<file path="src/rtl/mul16_seq_ctrl.sv">
// 16x16 multiply sequencer time-sharing one external 8x8 unsigned engine.
// Sign-magnitude handling: magnitudes in, conditional negate in FIX.
module mul16_seq_ctrl #(
  parameter bit SIGNED  = 1'b1,
  parameter int MUL_LAT = 0
) (
  input  logic        clk,
  input  logic        rst_n,
  input  logic        in_valid,
  output logic        in_ready,
  input  logic [15:0] a,
  input  logic [15:0] b,
  output logic [7:0]  mul_a,
  output logic [7:0]  mul_b,
  input  logic [15:0] mul_y,
  output logic        out_valid,
  input  logic        out_ready,
  output logic [31:0] y,
  output logic        busy
);

  typedef enum logic [2:0] {
    S_IDLE,
    S_MUL0,
    S_MUL1,
    S_MUL2,
    S_MUL3,
    S_FIX,
    S_DONE
  } state_t;

  localparam logic [1:0] LAST = 2'(MUL_LAT);

  state_t      state;
  state_t      state_nx;
  logic [1:0]  cnt;
  logic [15:0] ma;
  logic [15:0] mb;
  logic [15:0] a_abs;
  logic [15:0] b_abs;
  logic        neg;
  logic [31:0] acc;
  logic [31:0] part;
  logic        accept;
  logic        is_mul;
  logic        step_end;

  assign in_ready  = (state == S_IDLE);
  assign busy      = (state != S_IDLE);
  assign out_valid = (state == S_DONE);
  assign accept    = in_valid && (state == S_IDLE);
  assign is_mul    = state inside {S_MUL0, S_MUL1, S_MUL2, S_MUL3};
  assign step_end  = (cnt == LAST);

  // 0x8000 negates to itself, which is the correct 16-bit magnitude
  assign a_abs = (SIGNED && a[15]) ? -a : a;
  assign b_abs = (SIGNED && b[15]) ? -b : b;

  always_ff @(posedge clk or negedge rst_n) begin
    if (!rst_n) state <= S_IDLE;
    else        state <= state_nx;
  end

  always_comb begin
    state_nx = state;
    unique case (state)
      S_IDLE: if (in_valid) state_nx = S_MUL0;
      S_MUL0: if (step_end) state_nx = S_MUL1;
      S_MUL1: if (step_end) state_nx = S_MUL2;
      S_MUL2: if (step_end) state_nx = S_MUL3;
      S_MUL3: if (step_end) state_nx = S_FIX;
      S_FIX:  state_nx = S_DONE;
      S_DONE: if (out_ready) state_nx = S_IDLE;
      default: state_nx = S_IDLE;
    endcase
  end

  always_comb begin
    part = '0;
    unique case (state)
      S_MUL0:         part = {16'b0, mul_y};
      S_MUL1, S_MUL2: part = {8'b0, mul_y, 8'b0};
      S_MUL3:         part = {mul_y, 16'b0};
      default:        part = '0;
    endcase
  end

  always_ff @(posedge clk or negedge rst_n) begin
    if (!rst_n) begin
      cnt   <= '0;
      ma    <= '0;
      mb    <= '0;
      neg   <= 1'b0;
      acc   <= '0;
      mul_a <= '0;
      mul_b <= '0;
      y     <= '0;
    end else begin
      cnt <= (is_mul && !step_end) ? cnt + 2'd1 : 2'd0;
      if (accept) begin
        ma    <= a_abs;
        mb    <= b_abs;
        neg   <= SIGNED & (a[15] ^ b[15]);
        acc   <= '0;
        mul_a <= a_abs[7:0];
        mul_b <= b_abs[7:0];
      end
      if (is_mul && step_end) begin
        acc <= acc + part;
        unique case (state)
          S_MUL0: begin
            mul_a <= ma[7:0];
            mul_b <= mb[15:8];
          end
          S_MUL1: begin
            mul_a <= ma[15:8];
            mul_b <= mb[7:0];
          end
          S_MUL2: begin
            mul_a <= ma[15:8];
            mul_b <= mb[15:8];
          end
          default: ;
        endcase
      end
      if (state == S_FIX) y <= neg ? -acc : acc;
    end
  end

endmodule

</file>
<file path="config.mk">
export PLATFORM = sky130hd
export DESIGN_NAME = mul16_seq_ctrl
export DESIGN_NICKNAME = d
export VERILOG_FILES = /design/src/rtl/mul16_seq_ctrl.sv
export SDC_FILE = /design/constraint.sdc
export NUM_CORES = 1
export LEC_CHECK = 0
export CAP_MARGIN = 10
export CELL_PAD_IN_SITES_DETAIL_PLACEMENT = 2
export CELL_PAD_IN_SITES_GLOBAL_PLACEMENT = 2
export CORE_MARGIN = 1
export CORE_UTILIZATION = 34
export CTS_BUF_LIST = sky130_fd_sc_hd__clkbuf_16
export DETAILED_ROUTE_END_ITERATION = 6
export GPL_TIMING_DRIVEN = 0
export HOLD_SLACK_MARGIN = 0.15
export PLACE_DENSITY = 0.89
export SLEW_MARGIN = 20
export SYNTH_ARGS = -nofsm -noshare
export SYNTH_HDL_FRONTEND = slang
export SYNTH_SLANG_ARGS = --single-unit
</file>
<file path="constraint.sdc">
create_clock -name clk -period 4.25 [get_ports clk]
set_input_delay 0.425 -clock clk [delete_from_list [all_inputs] [get_ports clk]]
set_output_delay 0.425 -clock clk [all_outputs]
set_load 0.005 [all_outputs]
</file>
==> results of run 1 <==
==> metrics by stage <==
stage	cells	utilization [%]
finish	1327	44.48
global route	1327	44.48
CTS	1323	44.17
detailed placement	1292	41.39
global placement	1291	41.26
floorplan	911	-
==> layout make-up <==
type | instances | area share [%]
Multi-Input combinational cell | 724 | 47.01
Sequential cell | 118 | 30.07
Timing Repair Buffer | 107 | 10.96
Clock buffer | 17 | 4.329
Tap cell | 280 | 3.565
Buffer | 52 | 2.114
Clock inverter | 14 | 1.375
Inverter | 15 | 0.5730
==> kinds of logic after synthesis <==
kind of cell               after synthesis
buffers and inverters                   69
adders and majority gates               36
xor gates and xnor gates                83
and+or+nand+nor                        289
muxes                                    4
AOI/OAI and AO/OA                      312
DFF                                    118
==> flip-flops by register name, indices dropped and copies added (netlist names) <==
register	cells
mul_a	8
cnt	2
acc	32
mul_b	8
state	3
mb	16
neg	1
y	32
ma	16
==> power by group through the flow <==
stage	sequential, mW	clock (mW)	combinational (mW)
final	2.29	1.48	4.97
after global routing	2.33	1.51	5.23
after CTS	2.24	1.46	4.65
after detailed placement	2.17	0	4.33
after global placement	2.12	0	4.03
after floorplan	1.99	0	2.67
==> tightest hold or removal path, cell delays in order, from the launching register on <==
cell and delay, ns:
sky130_fd_sc_hd__dfrtp_1 0.34, sky130_fd_sc_hd__nand2_1 0.06, sky130_fd_sc_hd__o21ai_0 0.06
==> Yosys cell counts (6+ instances only) <==
| library cell | number | area share (%) |
|---|---|---|
| sky130_fd_sc_hd__a22o_1 | 17 | 1.9 |
| sky130_fd_sc_hd__xor2_1 | 61 | 6.9 |
| sky130_fd_sc_hd__o21ai_0 | 128 | 8.3 |
| sky130_fd_sc_hd__o21ai_1 | 6 | 0.39 |
| sky130_fd_sc_hd__and2_1 | 14 | 1.1 |
| sky130_fd_sc_hd__nor4_1 | 6 | 0.48 |
| sky130_fd_sc_hd__a21oi_1 | 38 | 2.4 |
| sky130_fd_sc_hd__ha_1 | 35 | 5.6 |
| sky130_fd_sc_hd__o41ai_1 | 8 | 0.90 |
| sky130_fd_sc_hd__or2_2 | 6 | 0.48 |
| sky130_fd_sc_hd__o21a_1 | 13 | 1.3 |
| sky130_fd_sc_hd__inv_1 | 15 | 0.73 |
| sky130_fd_sc_hd__nor3_1 | 13 | 0.84 |
| sky130_fd_sc_hd__a211oi_1 | 8 | 0.77 |
| sky130_fd_sc_hd__o211ai_1 | 11 | 1.1 |
| sky130_fd_sc_hd__o31ai_1 | 21 | 2.0 |
| sky130_fd_sc_hd__nor2_1 | 42 | 2.0 |
| sky130_fd_sc_hd__dfrtp_1 | 118 | 38 |
| sky130_fd_sc_hd__nand3_1 | 22 | 1.4 |
| sky130_fd_sc_hd__clkbuf_1 | 47 | 2.3 |
| sky130_fd_sc_hd__nand2_1 | 133 | 6.4 |
| sky130_fd_sc_hd__buf_1 | 7 | 0.34 |
| sky130_fd_sc_hd__and3_1 | 11 | 0.89 |
| sky130_fd_sc_hd__a21o_1 | 12 | 1.2 |
| sky130_fd_sc_hd__a31oi_1 | 8 | 0.64 |
| sky130_fd_sc_hd__nand4_1 | 6 | 0.48 |
| sky130_fd_sc_hd__nor2b_1 | 8 | 0.64 |
| sky130_fd_sc_hd__xnor2_1 | 22 | 2.5 |
| sky130_fd_sc_hd__a22oi_1 | 13 | 1.3 |
| sky130_fd_sc_hd__or3_1 | 9 | 0.73 |
==> metal layers <==
metal	GRT usage [%]	wire [um]	vias up
met5	0	0	-
met4	20.11	2193	0
met3	6.209	2597	177
met2	58.01	19430	489
met1	41.39	15760	4430
li1	-	-	3549
==> what timing repair did <==
item / in CTS / in global routing
cloned: 0 / 0
hold buffers: 1 / 0
endpoints found under the setup margin: 19 / 14
hold endpoints to repair: 55 / 0
setup buffers: 1 / 4
gates resized for setup: 15 / 16
pin swaps: 1 / 1
==> worst paths after layout <==
check	slack, ns	cells after the start	from	end
setup reg to reg	0.04	12	state[0]$_DFFE_PN0P_	acc[27]$_DFFE_PN0P_
min in group asynchronous	0.56	2	rst_n	ma[1]$_DFFE_PN0P_
max in group asynchronous	2.91	3	rst_n	y[18]$_DFFE_PN0N_
hold reg to reg	0.49	2	y[12]$_DFFE_PN0N_	y[12]$_DFFE_PN0N_
setup / recovery	0.04	12	state[0]$_DFFE_PN0P_	acc[27]$_DFFE_PN0P_
hold / removal	0.49	2	y[12]$_DFFE_PN0N_	y[12]$_DFFE_PN0N_
==> summary.md, run 1 <==
The run finished with clean final reports. The cell seen most often among critical-path stages is sky130_fd_sc_hd__clkbuf_2. The synthesized netlist occupies a cell area of 7764 um^2. After synthesis, flip-flops and latches occupy 38.03% of the total area. Total DRC errors in the routed layout: 0. The worst setup path is of the reg2reg kind.

The clock tree synthesis step divided the H-tree into 4 levels. The relative contribution of combinational cells to total power was 56.9%. Traced cell by cell, the critical path runs through clkbuf_2 -> nor3b_4 -> clkbuf_2 -> and2_1 -> ha_1 -> a211oi_1 -> o21ai_1 -> o2111ai_2 -> nand2_1 -> a21oi_2 -> nor4_1 -> or3_1.

The detail route stage leaves a number of antenna-violating nets equal to 0. The finished cells cover 9827 um^2. The first routing iteration left 782 violations. IR analysis of the VDD net gives a maximum drop of 0.4182 mV. The minimum clock period is 4.207 ns. The run gives 9,603 as the via count of the first global-routing pass. The flip-flop cell with the highest count after synthesis is sky130_fd_sc_hd__dfrtp_1.

In this design, the largest share of critical-path delay is due to simple AND/OR/NAND/NOR gates. The number of violations of the max-capacitance limit is 0. Final sum of negative setup slack: 0 ns. For this run, the number of Yosys warnings is 0. The worst pin sits at a relative slew slack of 36.15%. Setup violations remaining at the end of the flow were counted as 0.

The tools report the area of the core as 22,090 um^2. The final count of pins violating max slew is 0. The number of detailed-route iterations in the first pass was 5; the fraction of the mapped netlist area in adder cells was 5.898%. The number of buffers inserted by port buffering is 100.

TritonCTS built the clock tree. Via-per-instance ratio: 6.515. The total overflow left after global routing is 0.

After Yosys synthesis, XOR and XNOR cells account for 9.363% of the synthesized area. After synthesis, the largest family of logic cells by area is compound AO/OA/AOI/OAI gates. The top fanout value on the critical path was 10.

The path class of the tightest hold or removal check is reg2reg. Registers take 2955 um^2. The initial utilization of the core area, before any placement, comes to 35.14%. The maximum clock frequency was 237.7 MHz. The number of nets handed over by synthesis was 999.

Registers are responsible for 26.2% of the overall power. Leaving out fill and tap cells, the most frequent cells in the layout are sky130_fd_sc_hd__nand2_1 (133), sky130_fd_sc_hd__o21ai_0 (127), sky130_fd_sc_hd__dfrtp_1 (116). The clock passes through at most 2 buffers. The logs give 16.9% for the clock share of power and 0.44 ns for the clock insertion delay at the later pin of the skew report. Cell internal power was estimated by the tool at 4.285 mW. The cell area power density is 889.4 nW/um^2, and the width of the die is 153.1 um. The logs give 34.51% for the global-route total usage across every layer and 1 for the initial antenna violation count.

Dividing the detail-routed wire length by the instance count gives 30.13 um. Each instance of the synthesized netlist takes up on average 8.522 um^2. The slowest stage of the critical path belongs to the cell sky130_fd_sc_hd__or3_1.

The switching share of total power was 50.98%; the stage delay of the slowest cell on the critical path was 0.41 ns. The largest net degree at the start of global routing is 64, and the post-synthesis cell count is 911. The number of placement rows came out at 54. The endpoint type of the worst setup path is a flop. The signal arrival time at the worst endpoint was 4.51 ns; the final number of hold-violating endpoints was 0. The run gives 1,123 as the final layout net count. Cells with a size suffix above 1 make up 6.877% of the layout. The leakage power summed over all cells was 4.105 nW; the multiplexer share of the synthesized area was 0.5157%. The number of placed I/O pins was 103; the fraction of the mapped netlist area in simple logic gates was 17.61%.

Yosys mapped a number of flops with a built-in enable equal to 0. In the final layout, the multi-input gates occupy 4619 um^2. The complex-gate fraction of the synthesized area came out at 25.24%. The tools report the first-pass GRT wire length as 60,990 um. The layout has 2,374 filler cells. The tools report the total number of vias as 8,645.

Most common cell after layout, fill and taps aside: sky130_fd_sc_hd__nand2_1. The area growth from synthesis to layout is 26.58%. The final cycle utilization of the critical path is 98.99%, and the total power after layout is 8.740 mW. Clock-pin slew was measured on the worst setup and hold paths at 0.06 ns. Required time at the worst-slack endpoint: 4.55 ns. The run gives 0 as the number of diodes.

The critical path buffer and inverter count is 2, and the number of clock sinks seen by CTS is 118. The tools report the startpoint class of the critical path as a flop. The number of library cell types mapped by synthesis is 57.

Across all hold checks on the routed design, the worst slack comes to 0.4926 ns. Measured along the y axis, the die boundary spans 153.1 um. The run gives 39,980 um as the post-detailed-routing wire length. The placed instances occupy a cell area of 9144 um^2. The clock arrives with 0.01588 ns of skew.

The synthesis-stage register bit count was 118. For the pin with the worst max-slew slack, the measured transition is 0.9478 ns. In this run the power spent charging and discharging nets is 4.456 mW. The share of synthesized registers carrying an async set or reset works out to 100.0%.

Across all setup checks in the final design, the least slack found is 0.04293 ns. The tree is rooted in a sky130_fd_sc_hd__clkbuf_16. The placement-stage worst setup slack is -0.7305 ns. The final RePlAce weighted congestion was 0.8914; the area of the die was 23,440 um^2. The HPWL after detailed placement is 23,350 um. The run gives 17 as the number of CTS-inserted buffers.
Note: power is estimated with default switching activity, not from simulation.
==> run 2, diff against run 1 <==
--- a/config.mk
+++ b/config.mk
@@ -6,7 +6,7 @@
 export NUM_CORES = 1
 export LEC_CHECK = 0
 export CAP_MARGIN = 10
-export CELL_PAD_IN_SITES_DETAIL_PLACEMENT = 2
+export CELL_PAD_IN_SITES_DETAIL_PLACEMENT = 0
 export CELL_PAD_IN_SITES_GLOBAL_PLACEMENT = 2
 export CORE_MARGIN = 1
 export CORE_UTILIZATION = 34
==> run 2 against run 1 <==
  * Final cell count about the same
  * Via count decreased by 16%
  * Sequential share of layout area about the same
  * Clock skew decreased by 0.0074 ns
  * Non-clock buffer count decreased by 2
  * Design area unchanged
  * Critical path type unchanged
  * Global-route usage decreased by 13 points
==> summary.md, run 2 (synthesized netlist as in run 1, its figures left out) <==
The flow ran to the end, and the final reports show no timing, DRC or antenna violations. Setup repair after global routing could not meet its margin everywhere. For the met2 wire length, the log shows 10,870 um (-44%). The via-per-instance ratio is 5.497 (-16%), and the maximum clock frequency is 245.9 MHz (+3.5%). The number of violations of the max-capacitance limit is 0 (unchanged). Startpoint class of the critical path: a flop. The number of buffers inserted by port buffering was 100 (unchanged); the required time at the worst-slack endpoint was 4.55 ns (about the same). The final cycle utilization of the critical path was 95.69% (-3.3 points). The run gives 4 (unchanged) as the count of H-tree levels built during CTS.

For the first-pass GRT wire length, the log shows 38,770 um (-36%). The post-detailed-routing wire length was 24,380 um (-39%); the total power after layout was 7.795 mW (-11%). The tools report the number of detailed-route iterations in the first pass as 5 (unchanged). For the cell total after placement, the log shows 1,292 (unchanged). In the layout the commonest cells are sky130_fd_sc_hd__nand2_1 (133), sky130_fd_sc_hd__o21ai_0 (128), sky130_fd_sc_hd__dfrtp_1 (118). TritonCTS built the clock tree.

Final hold slack: 0.4369 ns (-0.05563 ns). The depth of the worst register-to-register path is 12 (unchanged), and the final count of pins violating max slew is 0 (unchanged). The routed length per placed instance was 18.39 um (-39%). The worst setup path is captured at a flop. The setup slack of the worst register-to-register path was 0.18 ns (+0.14 ns); the total congestion overflow after global routing was 0 (unchanged). The leakage power summed over all cells is 4.106 nW (about the same). For the number of placed I/O pins, the log shows 103 (unchanged). The tools report the cell chosen for the clock root as sky130_fd_sc_hd__clkbuf_16.

For the area of the die, the log shows 23,440 um^2 (unchanged). For the worst-case vdd ir drop, the log shows 0.2667 mV (-36%). The area growth from synthesis to layout is 26.58% (unchanged).

The worst register-to-register path begins at state[1]$_DFFE_PN0P_. After detailed routing, no signal wire sits above met4. The top fanout value on the critical path was 10 (unchanged); the share of the core filled with cells in the final layout was 44.48% (unchanged). The total number of vias came out at 7,289 (-16%). The met3 routed wirelength came out at 1181 um (-55%). The width of the die is 153.1 um (unchanged).

The tools report the wire length on met1 as 11,860 um (-25%). The final number of hold-violating endpoints is 0 (unchanged), and the total DRC errors in the routed layout is 0 (unchanged). The worst relative slew slack is 43.29% (+7.1 points), and the clock slew at the register clock pins of the worst setup and hold paths is 0.06 ns (about the same). The initial antenna violation count was 0 (-1). The library cell used most frequently in the layout, excluding fill and tap cells, is sky130_fd_sc_hd__nand2_1. The final layout net count was 1,121 (-0.18%). In this run the worst hold path is classified as reg2reg. The run gives 1,326 (-0.075%) as the number of standard cells in the final layout excluding fillers. By startpoint and endpoint, the worst setup path is classified as reg2reg. Iteration-0 DRC count of the detailed router: 471 (-40%). The largest registers in the layout are acc: 32 flops, y: 32 flops. Minimum clock period: 4.067 ns (-0.1403 ns). The global-route total usage across every layer was 21.36% (-13 points); the starting density of the core was 35.14% (unchanged). The tools report the number of CTS-inserted buffers as 17 (unchanged). The run gives 0 ns (unchanged) as the final sum of negative setup slack. The transition time at the pin with the least slew margin is 0.8417 ns (-0.1060 ns), and the number of instances on the worst hold path is 1 (-1). For the final RePlAce weighted congestion, the log shows 0.8914 (unchanged). The cell area power density came out at 793.2 nW/um^2 (-11%). The maximum clock insertion buffer count was 2 (unchanged). End of the worst hold path: cnt[0]$_DFF_PN0_. For the signal arrival time at the worst endpoint, the log shows 4.37 ns (-0.14 ns). The number of clock sinks seen by CTS was 118 (unchanged); the number of setup violations in the final report was 0 (unchanged). The die height is 153.1 um (unchanged), and the HPWL reported at the end of detailed placement is 18,780 um (-20%).

The logs give 22,090 um^2 (unchanged) for the area of the core and 0 (unchanged) for the number of diodes. For the clock tree skew after final layout, the log shows 0.008457 ns (-0.007425 ns). The tools report the number of placement rows as 54 (unchanged). The proportion of layout cells with a drive suffix above 1 was 5.736% (-1.1 points). Clock insertion delay at the later pin of the skew report: 0.43 ns (about the same). The run gives 0 (unchanged) as the antenna violation net count after detailed routing. Via count of the first global-routing pass: 7,010 (-27%). The capturing point of the worst reg2reg path was acc[27]$_DFFE_PN0P_.

In this run the most critical hold path is launched from cnt[0]$_DFF_PN0_. The largest net degree at the start of global routing is 64 (unchanged).
[run 2: cell count changes in the layout (fill, tap and decap cells not counted), moves of 2 or more]
cell                        before  now
sky130_fd_sc_hd__buf_4           7    2
sky130_fd_sc_hd__dfrtp_2         2    0
sky130_fd_sc_hd__dfrtp_1       116  118
sky130_fd_sc_hd__clkinv_2        4    0
sky130_fd_sc_hd__bufinv_16       2    4
[run 2: layer usage]
| metal | up-vias | GRT usage [%] |
|---|---|---|
| met4 | 0 | 6.686 |
| met2 | 191 | 32.99 |
| li1 | 3567 | - |
| met5 | - | 0 |
| met3 | 31 | 3.686 |
| met1 | 3500 | 30.28 |
[run 2: how the worst max path moves through the flow]
| stage | start | to | slack, ns | depth (start not counted) |
|---|---|---|---|---|
| 3_5_place_dp | state[0]$_DFFE_PN0P_ | acc[30]$_DFFE_PN0P_ | -0.55 | 13 |
| 4_1_cts | state[0]$_DFFE_PN0P_ | acc[27]$_DFFE_PN0P_ | 0.009 | 12 |
| 6_report | state[1]$_DFFE_PN0P_ | acc[27]$_DFFE_PN0P_ | 0.18 | 12 |
| 3_3_place_gp | rst_n | y[27]$_DFFE_PN0N_ | -2.08 | 1 |
| 2_1_floorplan | state[0]$_DFFE_PN0P_ | acc[30]$_DFFE_PN0P_ | 0.55 | 13 |
| 5_1_grt | state[1]$_DFFE_PN0P_ | acc[30]$_DFFE_PN0P_ | -0.04 | 14 |
[run 2: area by class of cell]
| class | instances | area, um^2 |
|---|---|---|
| inverters | 15 | 56.30 |
| clock buffers | 17 | 425.4 |
| clock inverters | 15 | 200.2 |
| repair buffers | 104 | 1055 |
| plain buffers | 53 | 206.4 |
| well taps | 280 | 350.3 |
| fillers | 2228 | 12270 |
| flip-flops and latches | 118 | 2953 |
| multi-input cells | 724 | 4581 |
[run 2: critical path, cell delays in order (launching register included)]
cell                        delay [ns]
sky130_fd_sc_hd__dfrtp_1          0.36
sky130_fd_sc_hd__clkbuf_2         0.21
sky130_fd_sc_hd__nor3b_4          0.33
sky130_fd_sc_hd__clkbuf_1         0.34
sky130_fd_sc_hd__and2_1           0.25
sky130_fd_sc_hd__ha_1             0.26
sky130_fd_sc_hd__a211oi_1         0.25
sky130_fd_sc_hd__o21ai_0          0.36
sky130_fd_sc_hd__o2111ai_1        0.53
sky130_fd_sc_hd__nand2_1          0.16
sky130_fd_sc_hd__a21oi_1          0.42
sky130_fd_sc_hd__nor4_1           0.08
sky130_fd_sc_hd__or3_1            0.37
[run 2: through the flow]
| step | instance area (um^2) | setup slack, ns |
|---|---|---|
| CTS | 9801 | 0.009024 |
| global placement | 9115 | -2.082 |
| global route | 9827 | -0.04241 |
| floorplan | 7764 | 0.5506 |
| finish | 9827 | 0.1832 |
| detailed placement | 9144 | -0.5461 |
[run 2: power breakdown]
part           internal, mW  switching [mW]
Sequential             1.65           0.484
Clock                 0.981           0.560
Combinational          1.72            2.40
[run 2: timing repair]
item | in CTS | in global routing
setup buffers | 0 | 2
pin swaps | 0 | 1
hold buffers | 1 | 0
endpoints found under the setup margin | 14 | 12
hold endpoints to repair | 55 | 0
gates resized for setup | 8 | 7
cloned | 0 | 0
==> run 3, diff against run 2 <==
--- a/config.mk
+++ b/config.mk
@@ -11,6 +11,7 @@
 export CORE_MARGIN = 1
 export CORE_UTILIZATION = 34
 export CTS_BUF_LIST = sky130_fd_sc_hd__clkbuf_16
+export CTS_CLUSTER_SIZE = 30
 export DETAILED_ROUTE_END_ITERATION = 6
 export GPL_TIMING_DRIVEN = 0
 export HOLD_SLACK_MARGIN = 0.15
==> constraint.sdc (replaced) <==
create_clock -name clk -period 4 [get_ports clk]
set_input_delay 0.4 -clock clk [delete_from_list [all_inputs] [get_ports clk]]
set_output_delay 0.4 -clock clk [all_outputs]
set_load 0.005 [all_outputs]
==> run 3 against run 2 <==
  * Die area unchanged
  * Sequential power up 7%
  * Non-clock buffer count up 1
  * Critical path depth up 1
  * Combinational power up 7.5%
  * Via count up 0.21%
  * Design area up 0.66%
  * Sequential share of layout area down 0.19 points
  * Sequential cell count unchanged
  * Global-route usage up 0.068 points
  * Highest routed layer unchanged
==> summary.md, run 3 (synthesized netlist as in run 1, its figures left out) <==
The flow ran to the end, and the final reports show no timing, DRC or antenna violations. Share of the core filled with cells in the final layout: 44.77% (+0.29 points). The cell area power density is 843.1 nW/um^2 (+6.3%). Number of diodes: 0 (unchanged). The number of buffers inserted by port buffering works out to 100 (unchanged). The logs give 54 (unchanged) for the number of placement rows and 0 (unchanged) for the final number of hold-violating endpoints.

The run gives 0 (unchanged) as the number of violations of the max-capacitance limit. The library cell used most frequently in the layout, excluding fill and tap cells, is sky130_fd_sc_hd__nand2_1. The tools report the total DRC errors in the routed layout as 0 (unchanged). The number of placed I/O pins was 103 (unchanged).

The setup slack of the worst register-to-register path is 0.13 ns (-0.05 ns), and the iteration-0 DRC count of the detailed router is 434 (-7.9%). Startpoint-to-endpoint class of the critical path: reg2reg. The class of the most critical hold timing path was reg2reg. The leakage power summed over all cells came out at 4.128 nW (+0.53%). The worst-case vdd ir drop is 0.2845 mV (+6.7%), and the minimum clock period is 3.871 ns (-0.1956 ns). For the area of the core, the log shows 22,090 um^2 (unchanged). TritonCTS built the clock tree. The worst relative slew slack came out at 47.80% (+4.5 points). The area of the die was 23,440 um^2 (unchanged); the number of standard cells in the final layout excluding fillers was 1,327 (+0.075%).

STA classifies the critical path startpoint as a flop. The logs give 4 (unchanged) for the count of H-tree levels built during CTS and 2 (unchanged) for the maximum clock insertion buffer count. The final worst setup slack came out at 0.1289 ns (-0.05436 ns). The tools report the total number of vias as 7,304 (+0.21%).

Width of the die: 153.1 um (unchanged). The proportion of layout cells with a drive suffix above 1 is 6.686% (+0.95 points), and the cell total after placement is 1,292 (unchanged). The global-route total usage across every layer is 21.43% (+0.068 points), and the area growth from synthesis to layout is 27.41%.

The tools report the number of CTS-inserted buffers as 17 (unchanged). Setup repair after global routing could not meet its margin everywhere. The final RePlAce weighted congestion was 0.8914 (unchanged). The die height works out to 153.1 um (unchanged). The run gives 7,014 (+0.057%) as the via count of the first global-routing pass. In the final layout, the registers with the most flip-flops are acc: 32 flops, y: 32 flops. The run gives 5 (unchanged) as the number of detailed-route iterations in the first pass.

For the antenna violation net count after detailed routing, the log shows 0 (unchanged). The cell sitting at the root of the clock tree is a sky130_fd_sc_hd__clkbuf_16. The post-detailed-routing wire length is 24,450 um (+0.26%), and the first-pass GRT wire length is 38,900 um (+0.32%). The final cycle utilization of the critical path came out at 96.78% (+1.1 points). In the layout the commonest cells are sky130_fd_sc_hd__nand2_1 (133), sky130_fd_sc_hd__o21ai_0 (126), sky130_fd_sc_hd__dfrtp_1 (117). The final layout net count came out at 1,122 (+0.089%).

The top fanout value on the critical path was 10 (unchanged); the number of setup violations in the final report was 0 (unchanged). The final count of pins violating max slew is 0 (unchanged), and the signal arrival time at the worst endpoint is 4.17 ns (-0.20 ns). Transition time at the pin with the least slew margin: 0.7749 ns (-0.06690 ns).

The worst setup path is captured at a flop. The initial antenna violation count is 0 (unchanged), and the via-per-instance ratio is 5.504 (+0.13%). The run gives 18,780 um (unchanged) as the HPWL reported at the end of detailed placement. The routed length per placed instance was 18.42 um (+0.19%); the required time at the worst-slack endpoint was 4.30 ns (-0.25 ns). The run gives 0 (unchanged) as the total congestion overflow after global routing. Clock tree skew after final layout: 0.008494 ns (+0.00003700 ns). The largest net degree at the start of global routing is 64 (unchanged). The starting density of the core is 35.14% (unchanged).

The tools report the number of clock sinks seen by CTS as 118 (unchanged). The clock insertion delay at the later pin of the skew report came out at 0.43 ns (about the same). The clock slew at the register clock pins of the worst setup and hold paths came out at 0.06 ns (about the same). The final hold slack came out at 0.4401 ns (+0.003195 ns).

Maximum clock frequency: 258.3 MHz (+5.1%). The logs give -0.7961 ns (-0.2500 ns) for the placement-stage worst setup slack and 0 ns (unchanged) for the final sum of negative setup slack.
[run 3: layout make-up]
type                            instances  area, um^2
Inverter                               15       56.30
Tap cell                              280       350.3
Multi-Input combinational cell        724        4632
Buffer                                 53       211.5
Sequential cell                       118        2954
Fill cell                            2216       12200
Clock inverter                         15       200.2
Timing Repair Buffer                  105        1062
Clock buffer                           17       425.4
[run 3: critical path: stages (launching register included)]
cell,delay [ns]
sky130_fd_sc_hd__dfrtp_1,0.41
sky130_fd_sc_hd__clkbuf_2,0.22
sky130_fd_sc_hd__nor3b_4,0.33
sky130_fd_sc_hd__buf_4,0.16
sky130_fd_sc_hd__clkbuf_1,0.28
sky130_fd_sc_hd__a22o_1,0.21
sky130_fd_sc_hd__ha_1,0.31
sky130_fd_sc_hd__a21oi_1,0.27
sky130_fd_sc_hd__o21ai_0,0.22
sky130_fd_sc_hd__a221oi_2,0.45
sky130_fd_sc_hd__nand2_1,0.17
sky130_fd_sc_hd__a21oi_2,0.28
sky130_fd_sc_hd__nor4_1,0.08
sky130_fd_sc_hd__or3_1,0.37
[run 3: path summary, 6_finish.rpt]
path,start,cells past startpoint,to
hold reg to reg,cnt[0]$_DFF_PN0_,1,cnt[0]$_DFF_PN0_
setup / recovery,state[2]$_DFFE_PN0P_,13,acc[27]$_DFFE_PN0P_
hold / removal,cnt[0]$_DFF_PN0_,1,cnt[0]$_DFF_PN0_
max in group asynchronous,rst_n,3,y[27]$_DFFE_PN0N_
min in group asynchronous,rst_n,2,ma[9]$_DFFE_PN0P_
setup reg to reg,state[2]$_DFFE_PN0P_,13,acc[27]$_DFFE_PN0P_
[run 3: repair_timing]
| item | in CTS | in global routing |
|---|---|---|
| cloned | 0 | 0 |
| buffers inserted | 0 | 3 |
| resized for setup | 17 | 13 |
| endpoints found under the setup margin | 16 | 7 |
| hold endpoints to repair | 55 | 0 |
| hold buffers | 1 | 0 |
| pin swaps | 1 | 3 |
[run 3: where the power goes]
part | total (mW) | internal [mW] | leakage (nW) | switching (mW)
registers | 2.28 | 1.75 | 1.47 | 0.524
clock network | 1.63 | 1.04 | 0.288 | 0.591
logic | 4.43 | 1.86 | 2.37 | 2.57
[run 3: stage by stage]
step,total power [mW],cell area [um^2]
floorplan,4.954,7764
global placement,6.543,9115
detailed placement,6.594,9144
CTS,8.289,9829
global route,9.000,9892
finish,8.340,9892
[run 3: per-layer routing]
metal  wire length (um)  up-vias  global-route usage, %
met5                  0        -                      0
met4                472        0                  6.686
met3               1224       32                  3.686
met2              10990      202                  33.07
met1              11760     3504                  30.41
li1                   -     3566                      -
